===== src/rtl/bus_hub_n.sv =====
`default_nettype none
// ============================================================================
// Module   : bus_hub_n
// Purpose  : Host-to-N-device bus interconnect. Decodes each host request
//            against per-device base/mask pairs, issues a single-cycle
//            strobe to the one selected device and returns a one-cycle
//            completion (with error on unmapped address or device timeout).
// Ports    : clk, rst                 - clock, synchronous active-high reset
//            host_*                   - host request / response side
//            device_address/data/mask - registered, packed N*W device buses
//            device_wen/ren           - one-cycle strobes, selected device
//            device_ready/data_read   - device completion and read data
//            device_active            - one-hot, strobe through completion
// Revision : 1.0 - initial release
// ============================================================================
module bus_hub_n #(
    parameter int                      N_DEVICES  = 4,
    parameter logic [N_DEVICES*32-1:0] BASE_ADDRS = {32'h3000_0000, 32'h2000_0000,
                                                     32'h1000_0000, 32'h0000_0000},
    parameter logic [N_DEVICES*32-1:0] ADDR_MASKS = {4{32'hF000_0000}},
    parameter int                      TIMEOUT    = 255,
    parameter logic [31:0]             ERR_DATA   = 32'hDEAD_BEEF
) (
    input  logic                      clk,
    input  logic                      rst,
    input  logic [31:0]               host_address,
    input  logic [31:0]               host_data_write,
    input  logic [3:0]                host_write_mask,
    input  logic                      host_wen,
    input  logic                      host_ren,
    output logic [31:0]               host_data_read,
    output logic                      host_ready,
    output logic                      host_error,
    output logic [N_DEVICES*32-1:0]   device_address,
    output logic [N_DEVICES*32-1:0]   device_data_write,
    output logic [N_DEVICES*4-1:0]    device_write_mask,
    output logic [N_DEVICES-1:0]      device_ren,
    output logic [N_DEVICES-1:0]      device_wen,
    input  logic [N_DEVICES-1:0]      device_ready,
    input  logic [N_DEVICES*32-1:0]   device_data_read,
    output logic [N_DEVICES-1:0]      device_active
);

    localparam int c_IDX_W = (N_DEVICES > 1) ? $clog2(N_DEVICES) : 1;
    localparam int c_CNT_W = (TIMEOUT > 0) ? $clog2(TIMEOUT + 1) : 1;
    localparam logic [c_CNT_W-1:0] c_TIMEOUT = c_CNT_W'(TIMEOUT);

    typedef enum logic [1:0] {
        ST_IDLE   = 2'd0,
        ST_STROBE = 2'd1,
        ST_WAIT   = 2'd2,
        ST_RESP   = 2'd3
    } state_t;

    state_t               r_state;
    logic [c_IDX_W-1:0]   r_sel;
    logic                 r_is_write;
    logic [c_CNT_W-1:0]   r_cnt;

    logic                 w_hit;
    logic [c_IDX_W-1:0]   w_idx;
    logic [N_DEVICES-1:0] w_onehot;
    logic                 w_sel_ready;
    logic [31:0]          w_sel_rdata;
    logic                 w_timed_out;

    // Address decode: scanning from the top down lets the lowest matching
    // index overwrite any higher one, so the lowest index wins on overlap.
    always_comb begin
        w_hit    = 1'b0;
        w_idx    = '0;
        w_onehot = '0;
        for (int i = N_DEVICES - 1; i >= 0; i--) begin
            if ((host_address & ADDR_MASKS[i*32 +: 32]) ==
                (BASE_ADDRS[i*32 +: 32] & ADDR_MASKS[i*32 +: 32])) begin
                w_hit       = 1'b1;
                w_idx       = c_IDX_W'(i);
                w_onehot    = '0;
                w_onehot[i] = 1'b1;
            end
        end
    end

    // Only the latched device may complete a transaction; other readies
    // are never looked at.
    assign w_sel_ready = device_ready[r_sel];
    assign w_sel_rdata = device_data_read[{r_sel, 5'd0} +: 32];
    assign w_timed_out = (TIMEOUT != 0) && (r_state == ST_WAIT) && (r_cnt == c_TIMEOUT);

    always_ff @(posedge clk) begin
        if (rst) begin
            r_state           <= ST_IDLE;
            r_sel             <= '0;
            r_is_write        <= 1'b0;
            r_cnt             <= '0;
            host_data_read    <= '0;
            host_ready        <= 1'b0;
            host_error        <= 1'b0;
            device_address    <= '0;
            device_data_write <= '0;
            device_write_mask <= '0;
            device_ren        <= '0;
            device_wen        <= '0;
            device_active     <= '0;
        end else begin
            // Strobes and the completion pulse last exactly one cycle.
            device_wen <= '0;
            device_ren <= '0;
            host_ready <= 1'b0;
            host_error <= 1'b0;

            case (r_state)
                ST_IDLE: begin
                    if (host_ren || host_wen) begin
                        if (w_hit) begin
                            r_sel      <= w_idx;
                            r_is_write <= host_wen;
                            r_cnt      <= '0;
                            for (int i = 0; i < N_DEVICES; i++) begin
                                device_address[i*32 +: 32] <=
                                    host_address & ~ADDR_MASKS[i*32 +: 32];
                            end
                            device_data_write <= {N_DEVICES{host_data_write}};
                            device_write_mask <= {N_DEVICES{host_write_mask}};
                            // A combined read+write request is a write.
                            device_wen        <= host_wen ? w_onehot : '0;
                            device_ren        <= host_wen ? '0 : w_onehot;
                            device_active     <= w_onehot;
                            r_state           <= ST_STROBE;
                        end else begin
                            host_ready <= 1'b1;
                            host_error <= 1'b1;
                            if (!host_wen) begin
                                host_data_read <= ERR_DATA;
                            end
                            r_state <= ST_RESP;
                        end
                    end
                end

                ST_STROBE, ST_WAIT: begin
                    if (w_sel_ready) begin
                        if (!r_is_write) begin
                            host_data_read <= w_sel_rdata;
                        end
                        host_ready    <= 1'b1;
                        device_active <= '0;
                        r_state       <= ST_RESP;
                    end else if (w_timed_out) begin
                        if (!r_is_write) begin
                            host_data_read <= ERR_DATA;
                        end
                        host_ready    <= 1'b1;
                        host_error    <= 1'b1;
                        device_active <= '0;
                        r_state       <= ST_RESP;
                    end else begin
                        // Counter stays at zero across STROBE so that the
                        // timeout fires after TIMEOUT+1 cycles of WAIT.
                        if (r_state == ST_WAIT && r_cnt != '1) begin
                            r_cnt <= r_cnt + 1'b1;
                        end
                        r_state <= ST_WAIT;
                    end
                end

                ST_RESP: begin
                    r_state <= ST_IDLE;
                end

                default: begin
                    r_state <= ST_IDLE;
                end
            endcase
        end
    end

endmodule
`default_nettype wire


===== config.mk =====
export PLATFORM = sky130hd
export DESIGN_NAME = bus_hub_n
export DESIGN_NICKNAME = d
export VERILOG_FILES = /design/src/rtl/bus_hub_n.sv
export SDC_FILE = /design/constraint.sdc
export NUM_CORES = 1
export LEC_CHECK = 0
export ABC_AREA = 1
export ABC_CLOCK_PERIOD_IN_PS = 2200
export BUFFER_PORTS_ARGS = -buffer_cell sky130_fd_sc_hd__buf_4
export CAP_MARGIN = 20
export CORE_AREA = 2 2 202 204
export CTS_BUF_LIST = sky130_fd_sc_hd__clkbuf_8 sky130_fd_sc_hd__clkbuf_16
export DETAILED_ROUTE_END_ITERATION = 8
export DIE_AREA = 0 0 204 206
export PLACE_DENSITY = 0.45
export SKIP_CTS_REPAIR_TIMING = 1
export SKIP_LAST_GASP = 1
export SYNTH_ARGS = -nofsm -noshare
export SYNTH_HDL_FRONTEND = slang
export SYNTH_SLANG_ARGS = --single-unit

===== constraint.sdc =====
create_clock -name clk -period 2.2 [get_ports clk]
set_clock_uncertainty 0.2 [all_clocks]
set_input_delay 0.33 -clock clk [delete_from_list [all_inputs] [get_ports clk]]
set_output_delay 0.33 -clock clk [all_outputs]
set_load 0.02 [all_outputs]

-- Word-level counts from Yosys, hierarchy flattened
Index checks and enable logic that the tools add are counted.
- register bits: 315
- output and inout bits: 318
- logic and storage cells: 96
- $add $sub $neg: 1
- order comparisons: 1
- equality and inequality tests: 18
- shift operators: 1
- mux-type cells: 45
- bitwise operators: 4
- reduce and logical (&&, ||, !) cells: 13
- operators with widths (operator ; count):
    $mux 32 ; 7
    $shiftx 128x8->32 ; 1
    $pmux 32 s2 ; 1
    $mux 8 ; 5
    $logic_not 32->1 ; 1
    $mux 4 ; 8
    $pmux 8 s2 ; 1
    $ne 2x2->1 const B ; 7
    $mux 1 ; 12
    $mux 2 ; 6
    $reduce_or 5->1 ; 2
    $ne 3x3->1 const B ; 3
    $add 8x1->8 const B ; 1
    $eq 4x2->1 const B ; 2
    $eq 8x8->1 const B ; 1
    $ne 8x8->1 const B ; 1
    $pmux 4 s2 ; 1
    $reduce_and 7->1 ; 1
    $pmux 2 s3 ; 1
    $reduce_and 6->1 ; 1
    $eq 2x2->1 const B ; 2
    $eq 4x1->1 const B ; 1
    $not 1->1 ; 4
    $pmux 1 s2 ; 2
    other kinds (10) ; 11

-- Depth between registers and ports, before layout
Gate-level depths: netlist of run 1.
- depth in word-level cells: 8
- mapped depth: 12

-- Worst setup path after synthesis of run 1
No wires, ideal clock.
- path kind: reg-to-reg
- start: register r_state[0]
- end: register host_data_read[16]
- library setup time: 0.113 ns
- arrival time: 1.661 ns
- data required time: 1.887 ns
- setup slack: 0.226 ns
- stages on the path, launching flop included: 10
- buffers on the path: 2
- clock period less this slack: 1.974 ns
- cell sequence: dfxtp_1 inv_1 ha_1 clkbuf_1 nand3_2 buf_2 nor2_1 nand3_1 nand2_1 nor2_1
- cells in the longest elaborated chain, start to end: 4
- elaborated cells on any way between the ends: 14
- ends and longest elaborated chain (element ; RTL line ; RTL):
    start, declared ; 55 ; state_t r_state;
    start signal, assigned ; 92 ; r_state <= ST_IDLE;
    start signal, assigned ; 129 ; r_state <= ST_STROBE;
    start signal, assigned ; 136 ; r_state <= ST_RESP;
    $eq 2x2->1 or $eq 2x1->1 (tied branches) ; 88, 112 ;
    $reduce_or 2->1 or $logic_and 1x1->1 (tied branches) ; 112, 88 ;
    $ne 3x3->1 (no line) or $reduce_bool 2->1 (tied branches) ; - ;
    $reduce_and 7->1 (no line) ; - ;
    end signal, assigned ; 144 ; host_data_read <= w_sel_rdata;
    end, declared ; 31 ; output logic [31:0] host_data_read,
Several ways; a longest one is shown, not always the timed one.
A chain may end at the register's enable or synchronous reset.

-- Worst setup path in the final report of run 1
- start: register r_state[1]
- end: register host_data_read[23]
The elaborated chain is that of the path after synthesis.

==> results.yml, run 1 <==
logic_synthesis:
  count_of_warnings_emitted_by_yosys: 0
  netlist.area_leader.share_pct: 33.4
  synth_most_common_cell: "sky130_fd_sc_hd__nor2_1"
  synth_common_cells: "331 x sky130_fd_sc_hd__nor2_1, 208 x sky130_fd_sc_hd__buf_4, 150 x sky130_fd_sc_hd__o21ai_0"
  postSynthCellCount: 1099
  synth_sequential_area_ratio_pct: 33.4
  postSynthRegisterBits: 123
  synth.area.top_cells: "sky130_fd_sc_hd__dfxtp_1 33%, sky130_fd_sc_hd__buf_4 21%, sky130_fd_sc_hd__nor2_1 17%"
  synth_enable_flop_cells: 0
  synth_top_cell_by_area: "sky130_fd_sc_hd__dfxtp_1"
  mapped_area_um2: 7380
  synth_cell_types: 31
  post_synth.cell_area_avg_um2: 6.71
  async_reset_ff_share_pct: 0
  ys.flop_type: "sky130_fd_sc_hd__dfxtp_1"
die:
  initial_utilization_pct: 18.4
  core_area_um2: 40200
  dieWidth_um: 204
  placementRows: 74
  floorplan.die.height_um: 206
  die_area_um2: 42000
  top_level_ports: 522
placed_design:
  detailedPlace.worstSlack_ns: -0.121
  gp_routability_congestion: 0.789
  placement.io_buffers: 505
  dpl.hpwl_mm: 22.9
worst_setup_path:
  path_buf_inv: 5
  crit_chain: "inv_1 -> ha_2 -> inv_1 -> o21ai_0 -> nor2_1 -> nand2_4 -> buf_4 -> inv_4 -> buf_12 -> nand3_1 -> nand2_1 -> nor2_1"
  slowest_stage: "sky130_fd_sc_hd__dfxtp_2"
  worstSetupEndpointType: "flip-flop"
  worst-path-stages: 12
  crit_required_ns: 2.32
  critPathTopFamily: "simple AND/OR/NAND/NOR gates"
  timing.reg2reg.worst_path_depth: 12
  path_max_fanout: 16
  crit_arrival_ns: 2.17
  max_incr_delay_on_cp_ns: 0.36
  cp-start-kind: "flip-flop"
  critical_path_class: "reg2reg"
detailed_routing:
  drt_first_iter_violations: 272
  route.met3.wl_mm: 2.05
  met2WireLength_mm: 15.9
  postRouteAntennaNets: 0
  drcViolationCount: 0
  firstDrtPassIters: 4
  via_count: 8045
  post_drt_via_cell_ratio: 4.00
  drt_wl_total_mm: 30.2
  m1WireLength_mm: 11.8
  dr.max_layer_used: "met4"
  post_drt_wl_per_cell_um: 15.0
final_layout:
  num-nets-final: 1675
  fillers: 4420
  post_route_cells_drive_above_1_share_pct: 39.6
  postLayoutCoreUtil_pct: 29.2
  areaGrowthSynthToFinish_pct: 58.8
  antenna-diode-count: 0
clock_tree:
  clock_tree.htree_level_count: 4
  cts-buffers-inserted: 17
  clk_transition_reported_paths_ns: 0.06
  ctsRootBufferMaster: "sky130_fd_sc_hd__clkbuf_16"
  worst_skew_late_latency_ns: 0.41
  cts_max_path_buffers: 2
  clock_sink_count: 123
  cts_tree: "built"
timing:
  rsz_0062_raised_after_global_routing: "false"
  slew_violations: 0
  final_period_minus_worst_setup_slack_ns: 2.06
  achievable-frequency_mhz: 486
  layout_worst_path_cycle_share_pct: 93.5
  report.final.hold_viol_count: 0
  post-route-worst-setup-slack_ns: 0.144
  setup_viol: 0
  hold_slack_ns: 0.0245
grt:
  grt_start_max_net_pins: 66
  antenna_violations_before_repair: 0
  grt-ovfl-total: 0
  wire_length_of_the_first_global_routing_pass_mm: 42.3
  gr-usage-all-layers_pct: 13.1
  grt_pass1_vias: 7406
hold_path:
  hold_path_depth: 4
  worst_hold_path_type: "in2reg"
job:
  max_cap_violations: 0
power:
  vdd_ir_drop_max_uv: 481
  power_per_cell_area_nw_per_um2: 995
  p_leak_nw: 5.84
outcome:
  outcome: "finished, final reports clean"
## final cells by class
type	instances	area [um^2]	share of cell area, %
clock buffer	19	453	3.87
clock inverter	13	166	1.42
inverter	33	128	1.09
multi-input combinational	691	3040	26.0
sequential	123	2470	21.0
tap	532	666	5.68
timing repair buffer	599	4800	40.9
## stage by stage
| stage | TNS [ns] | std cells | total power, mW | area [um^2] |
|---|---|---|---|---|
| global route | 0 | 2010 | 12.5 | 11700 |
| detailed placement | -3.27 | 1908 | 8.44 | 10300 |
| global placement | -0.136 | 1908 | 8.42 | 10300 |
| finish | 0 | 2010 | 11.7 | 11700 |
| CTS | -3.76 | 1940 | 11.5 | 11000 |
| floorplan | 0 | 1114 | 6.56 | 7430 |
## per-layer routing
metal  vias to the layer above  GRT usage [%]
met4                         0           4.04
met3                        18           3.14
met2                       358           24.2
met5                         -              0
li1                       4010              -
met1                      3659           14.8
## path summary, 6_finish.rpt
| path | startpoint | endpoint | slack (ns) |
|---|---|---|---|
| max | r_state[1] | host_data_read[23] | 0.14 |
| min | host_address[28] | device_wen[0] | 0.02 |
| max reg2reg | r_state[1] | host_data_read[23] | 0.14 |
| min reg2reg | device_active[0] | device_active[0] | 0.27 |
## flip-flops by register name (all words and copies together), names as in the netlist
register and flops:
r_state 2, r_sel 2, host_ready 1, r_is_write 1, device_ren 4, r_cnt 8, host_error 1, device_active 4
host_data_read 32, device_write_mask 4, device_data_write 32, device_wen 4, device_address 28
## power breakdown
group | internal [mW] | switching (mW)
combinational | 2.28 | 3.24
clock | 1.85 | 1.14
sequential | 2.70 | 0.446
total | 6.83 | 4.82
## worst register-to-register path: cells and delay by family, from the launching register on
kind | cells | cell delay [ns]
AND/OR/NAND/NOR | 5 | 0.58
buffers and inverters | 5 | 0.55
flip-flops | 1 | 0.36
adder cells (fa/ha/maj) | 1 | 0.20
AO/OA/AOI/OAI | 1 | 0.08
## layout by cell type (no fill, tap or decap), drive strengths merged
cell type / netlist / final
a21oi: 11 / 11
a31oi: 1 / 1
buf: 233 / 532
bufinv: 0 / 3
clkbuf: 35 / 20
clkinv: 1 / 5
clkinvlp: 0 / 2
conb: 1 / 16
dfxtp: 123 / 123
dlygate4sd3: 0 / 66
ha: 6 / 6
inv: 32 / 36
nand2: 89 / 89
nand3: 54 / 54
nand4: 1 / 1
nor2: 332 / 333
nor3: 7 / 7
nor4: 1 / 1
o211ai: 1 / 1
o21ai: 159 / 159
o22ai: 8 / 8
or2: 2 / 2
xnor2: 1 / 1
xor2: 1 / 1
## logic make-up (layout without fill, tap and decap cells)
family,after synthesis,in the layout,synth area share [%]
xor+xnor,2,2,0.237
compound gates,180,180,12.4
other cells,1,16,0.0508
buf+inv,301,664,26.6
simple gates,486,487,26.3
flops,123,123,33.4
fa+ha+maj,6,6,1.02
Power figures use the tool's default switching activity.
==> run 2: changes to the inputs <==
Settings changed: CAP_MARGIN 20 to 0, PLACE_DENSITY 0.45 to not set.
==> results.yml, run 2 (synthesis gave the netlist of run 1 again) <==
outcome:
  outcome: "finished, final reports clean"
grt:
  wire_length_of_the_first_global_routing_pass_mm: 38.4
  grt_pass1_vias: 6911
  antenna_violations_before_repair: 2
  grt-ovfl-total: 0
  grt_start_max_net_pins: 109
  gr-usage-all-layers_pct: 12.0
timing:
  setup_viol: 0
  slew_violations: 0
  final_period_minus_worst_setup_slack_ns: 2.05
  worstMarginPinSlew_ns: 0.517
  worst_slew_margin_rel_pct: 65.5
  hold_slack_ns: 0.0719
  layout_worst_path_cycle_share_pct: 93.3
  post-route-worst-setup-slack_ns: 0.146
  achievable-frequency_mhz: 487
  report.final.hold_viol_count: 0
die:
  dieWidth_um: 204
  initial_utilization_pct: 18.4
  die_area_um2: 42000
  core_area_um2: 40200
  placementRows: 74
  top_level_ports: 522
  floorplan.die.height_um: 206
clock_tree:
  cts_tree: "built"
  ctsRootBufferMaster: "sky130_fd_sc_hd__clkbuf_16"
  clock_tree.htree_level_count: 4
  cts_max_path_buffers: 2
  cts-buffers-inserted: 17
  worst_skew_late_latency_ns: 0.43
  clock_sink_count: 123
  clk_transition_reported_paths_ns: 0.06
worst_setup_path:
  critPathTopFamily: "simple AND/OR/NAND/NOR gates"
  cp_common_cell: "sky130_fd_sc_hd__inv_1"
  slowest_stage: "sky130_fd_sc_hd__ha_1"
  crit_required_ns: 2.37
  cp-start-kind: "flip-flop"
  worstSetupEndpointType: "flip-flop"
  crit_chain: "inv_1 -> ha_1 -> buf_4 -> inv_1 -> or2_2 -> nand3_1 -> nand2_1 -> nor2_1"
  path_buf_inv: 3
  crit_arrival_ns: 2.22
  critical_path_class: "reg2reg"
  path_max_fanout: 8
  max_incr_delay_on_cp_ns: 0.44
placed_design:
  dpl.hpwl_mm: 20.7
  dpl.cell_count: 1904
  detailedPlace.worstSlack_ns: -0.0515
  gp_routability_congestion: 0.915
  placement.io_buffers: 505
power:
  share_comb_of_total_power_pct: 46.8
  vdd_ir_drop_max_uv: 446
  clkPwrFrac_pct: 26.0
  power_per_cell_area_nw_per_um2: 986
  seq_power_share_pct: 27.2
  net_switching_fraction_of_the_power_pct: 41.0
  internal_power_mw: 6.81
  power_switching_mw: 4.74
  design_power_total_mw: 11.5
  p_leak_nw: 5.83
detailed_routing:
  drt_first_iter_violations: 303
  post_drt_wl_per_cell_um: 14.1
  drt_wl_total_mm: 28.4
  firstDrtPassIters: 5
  drcViolationCount: 0
  via_count: 8092
  postRouteAntennaNets: 0
  post_drt_via_cell_ratio: 4.02
final_layout:
  post_route_cells_drive_above_1_share_pct: 39.3
  final_common_cell: "sky130_fd_sc_hd__buf_4"
  num-nets-final: 1677
  biggestRegsByFlops: "device_data_write: 32 flops, host_data_read: 32 flops, device_address: 28 flops"
  areaGrowthSynthToFinish_pct: 58.8
  layout_common_cells: "527 x sky130_fd_sc_hd__buf_4, 329 x sky130_fd_sc_hd__nor2_1, 150 x sky130_fd_sc_hd__o21ai_0"
  postLayoutCoreUtil_pct: 29.1
  layout.cells.non_filler: 2012
hold_path:
  worst_hold_path_type: "in2reg"
job:
  max_cap_violations: 0
-- run 2: per-layer routing --
metal | up-vias | share of wire [%] | global-route usage (%)
met2 | 378 | 51 | 21.3
met5 | - | 0 | 0
met3 | 32 | 7.5 | 3.71
met4 | 0 | 2.6 | 6.31
met1 | 3669 | 38 | 12.9
li1 | 4013 | - | -
-- run 2: per-stage QoR --
stage	setup TNS, ns	area [um^2]
after floorplan	0	7430
after global placement	0	10300
final	0	11700
after CTS	-2.27	10900
after global routing	-0.0239	11700
after detailed placement	-1.15	10300
-- run 2: worst min-delay path: stages --
cell and delay [ns]:
sky130_fd_sc_hd__buf_4 0.10, sky130_fd_sc_hd__nor2_1 0.04, sky130_fd_sc_hd__nand2_1 0.13, sky130_fd_sc_hd__nor2_1 0.06
-- run 2: path summary, 6_finish.rpt --
kind	end	slack [ns]	startpoint	depth (start not counted)
worst min register to register	device_active[3]	0.26	device_active[3]	2
worst min-delay path	device_ren[0]	0.07	host_wen	4
worst max register to register	r_cnt[0]	0.15	r_state[1]	8
worst max-delay path	r_cnt[0]	0.15	r_state[1]	8
-- run 2: layout make-up --
type,instances,area [um^2]
Antenna cell,1,2.50
Clock buffer,18,439
Clock inverter,13,176
Fill cell,4346,28500
Inverter,33,141
Multi-Input combinational cell,691,3050
Sequential cell,123,2460
Tap cell,532,666
Timing Repair Buffer,601,4770
-- run 2: power by group through the flow --
| stage | Clock [mW] | Combinational (mW) | Sequential (mW) |
|---|---|---|---|
| 6_report | 3.00 | 5.41 | 3.14 |
| 5_1_grt | 3.20 | 5.87 | 3.20 |
| 3_5_place_dp | 0 | 5.03 | 3.18 |
| 2_1_floorplan | 0 | 3.00 | 3.56 |
| 4_1_cts | 3.11 | 5.05 | 3.14 |
| 3_3_place_gp | 0 | 5.01 | 3.15 |
==> run 3: changes to the inputs <==
Settings changed: CELL_PAD_IN_SITES_DETAIL_PLACEMENT set to 1, CELL_PAD_IN_SITES_GLOBAL_PLACEMENT set to 1, CORE_AREA 2 2 202 204 to 2 2 201 203, DIE_AREA 0 0 204 206 to 0 0 203 205, PLACE_DENSITY_LB_ADDON set to 0.1.
==> results.yml, run 3 (synthesis gave the netlist of run 1 again) <==
placed_design:
  gp_routability_congestion: 0.769
  detailedPlace.worstSlack_ns: 0.146
  place_area_um2: 10400
  dpl.hpwl_mm: 26.6
  dpl.cell_count: 1903
  placement.io_buffers: 505
final_layout:
  final_common_cell: "sky130_fd_sc_hd__buf_4"
  postLayoutCoreUtil_pct: 29.8
  biggestRegsByFlops: "device_data_write: 32 flops, host_data_read: 32 flops, device_address: 28 flops"
  num-nets-final: 1677
  layout_common_cells: "525 x sky130_fd_sc_hd__buf_4, 330 x sky130_fd_sc_hd__nor2_1, 150 x sky130_fd_sc_hd__o21ai_0"
  areaGrowthSynthToFinish_pct: 59.0
  fillers: 4927
  final_cell_area_excluding_filler_cells_um2: 11700
  layout.cells.non_filler: 2006
  post_route_cells_drive_above_1_share_pct: 39.4
worst_setup_path:
  crit_arrival_ns: 2.17
  timing.reg2reg.worst_path_depth: 9
  critical_path_class: "reg2reg"
  worstSetupEndpointType: "flip-flop"
  max_incr_delay_on_cp_ns: 0.34
  cp-start-kind: "flip-flop"
  r2r-start: "r_state[1]"
  path_max_fanout: 21
  crit_chain: "inv_1 -> ha_1 -> inv_1 -> nor3_4 -> buf_4 -> buf_12 -> buf_4 -> o21ai_0 -> nor2_1"
  endpoint: "device_data_write[105]"
  reg2reg_slack_ns: 0.19
  crit_required_ns: 2.36
  crit_path_start: "r_state[1]"
  reg2reg_to: "device_data_write[105]"
  slowest_stage: "sky130_fd_sc_hd__dfxtp_1"
detailed_routing:
  firstDrtPassIters: 4
  post_drt_via_cell_ratio: 4.00
  drt_wl_total_mm: 34.1
  drcViolationCount: 0
  drt_first_iter_violations: 339
  postRouteAntennaNets: 0
  via_count: 8027
  post_drt_wl_per_cell_um: 17.0
timing:
  post-route-worst-setup-slack_ns: 0.185
  timing.setup.tns_ns: 0
  slew_violations: 0
  report.final.hold_viol_count: 0
  setup_viol: 0
  rsz_0062_raised_after_global_routing: "false"
  layout_worst_path_cycle_share_pct: 91.6
  achievable-frequency_mhz: 496
  hold_slack_ns: 0.0251
  final_period_minus_worst_setup_slack_ns: 2.01
power:
  p_leak_nw: 5.87
  power_per_cell_area_nw_per_um2: 993
  design_power_total_mw: 11.6
  vdd_ir_drop_max_uv: 478
die:
  top_level_ports: 522
  placementRows: 73
  die_area_um2: 41600
  initial_utilization_pct: 18.7
  dieWidth_um: 203
  floorplan.die.height_um: 205
  core_area_um2: 39400
grt:
  gr-usage-all-layers_pct: 15.7
  grt_pass1_vias: 8048
  antenna_violations_before_repair: 1
  grt_start_max_net_pins: 66
  wire_length_of_the_first_global_routing_pass_mm: 49.4
  grt-ovfl-total: 0
clock_tree:
  clk_transition_reported_paths_ns: 0.06
  cts_max_path_buffers: 2
  cts_tree: "built"
  worst_skew_late_latency_ns: 0.42
  clock_sink_count: 123
  ctsRootBufferMaster: "sky130_fd_sc_hd__clkbuf_16"
  cts-buffers-inserted: 17
  clock_tree.htree_level_count: 4
hold_path:
  worst_hold_path_type: "in2reg"
job:
  max_cap_violations: 0
outcome:
  outcome: "finished, final reports clean"
==> run 3: cell count changes in the layout (fill, tap and decap cells not counted), moves of 2 or more <==
cell	previous run	this run
sky130_fd_sc_hd__clkbuf_8	1	3
sky130_fd_sc_hd__buf_4	527	525
sky130_fd_sc_hd__nor2_4	3	1
sky130_fd_sc_hd__clkinvlp_4	4	2
sky130_fd_sc_hd__buf_12	6	10
==> run 3: metal layers <==
metal	vias up	global-route usage [%]	routed length [um]
li1	4000	-	-
met1	3729	16.4	13100
met2	277	30.2	18300
met3	21	4.53	2310
met4	0	4.20	482
met5	-	0	0
==> run 3: cell type report <==
class / instances / area (um^2) / area share [%]
Clock inverter: 12 / 170 / 1.45
Clock buffer: 20 / 467 / 3.98
Multi-Input combinational cell: 690 / 3020 / 25.7
Timing Repair Buffer: 602 / 4830 / 41.1
Inverter: 33 / 125 / 1.07
Antenna cell: 1 / 2.50 / 0.0213
Tap cell: 525 / 657 / 5.60
Sequential cell: 123 / 2460 / 21.0
==> run 3: worst max-delay path: cells and delay by family, from the launching register on <==
family,cells,cell delay [ns]
flip-flops,1,0.34
buffers and inverters,5,0.75
AO/OA/AOI/OAI,1,0.10
AND/OR/NAND/NOR,2,0.35
adder cells (fa/ha/maj),1,0.22
==> run 3: worst min path at each step <==
stage                            end  slack [ns]  depth (start not counted)        startpoint
global route           device_wen[0]        0.03                          4  host_address[28]
CTS                    device_wen[1]       -0.12                          2  host_address[29]
detailed placement  device_active[3]        0.26                          2  device_active[3]
floorplan              device_wen[1]        0.21                          1  host_address[29]
global placement    device_active[3]        0.26                          2  device_active[3]
finish                 device_ren[0]        0.03                          4  host_address[28]
==> run 3: where the power goes <==
part / internal [mW] / switching (mW) / leakage (nW) / total (mW)
Clock: 1.98 / 1.09 / 0.315 / 3.07
Combinational: 2.23 / 3.23 / 4.54 / 5.46
Sequential: 2.70 / 0.418 / 1.01 / 3.12
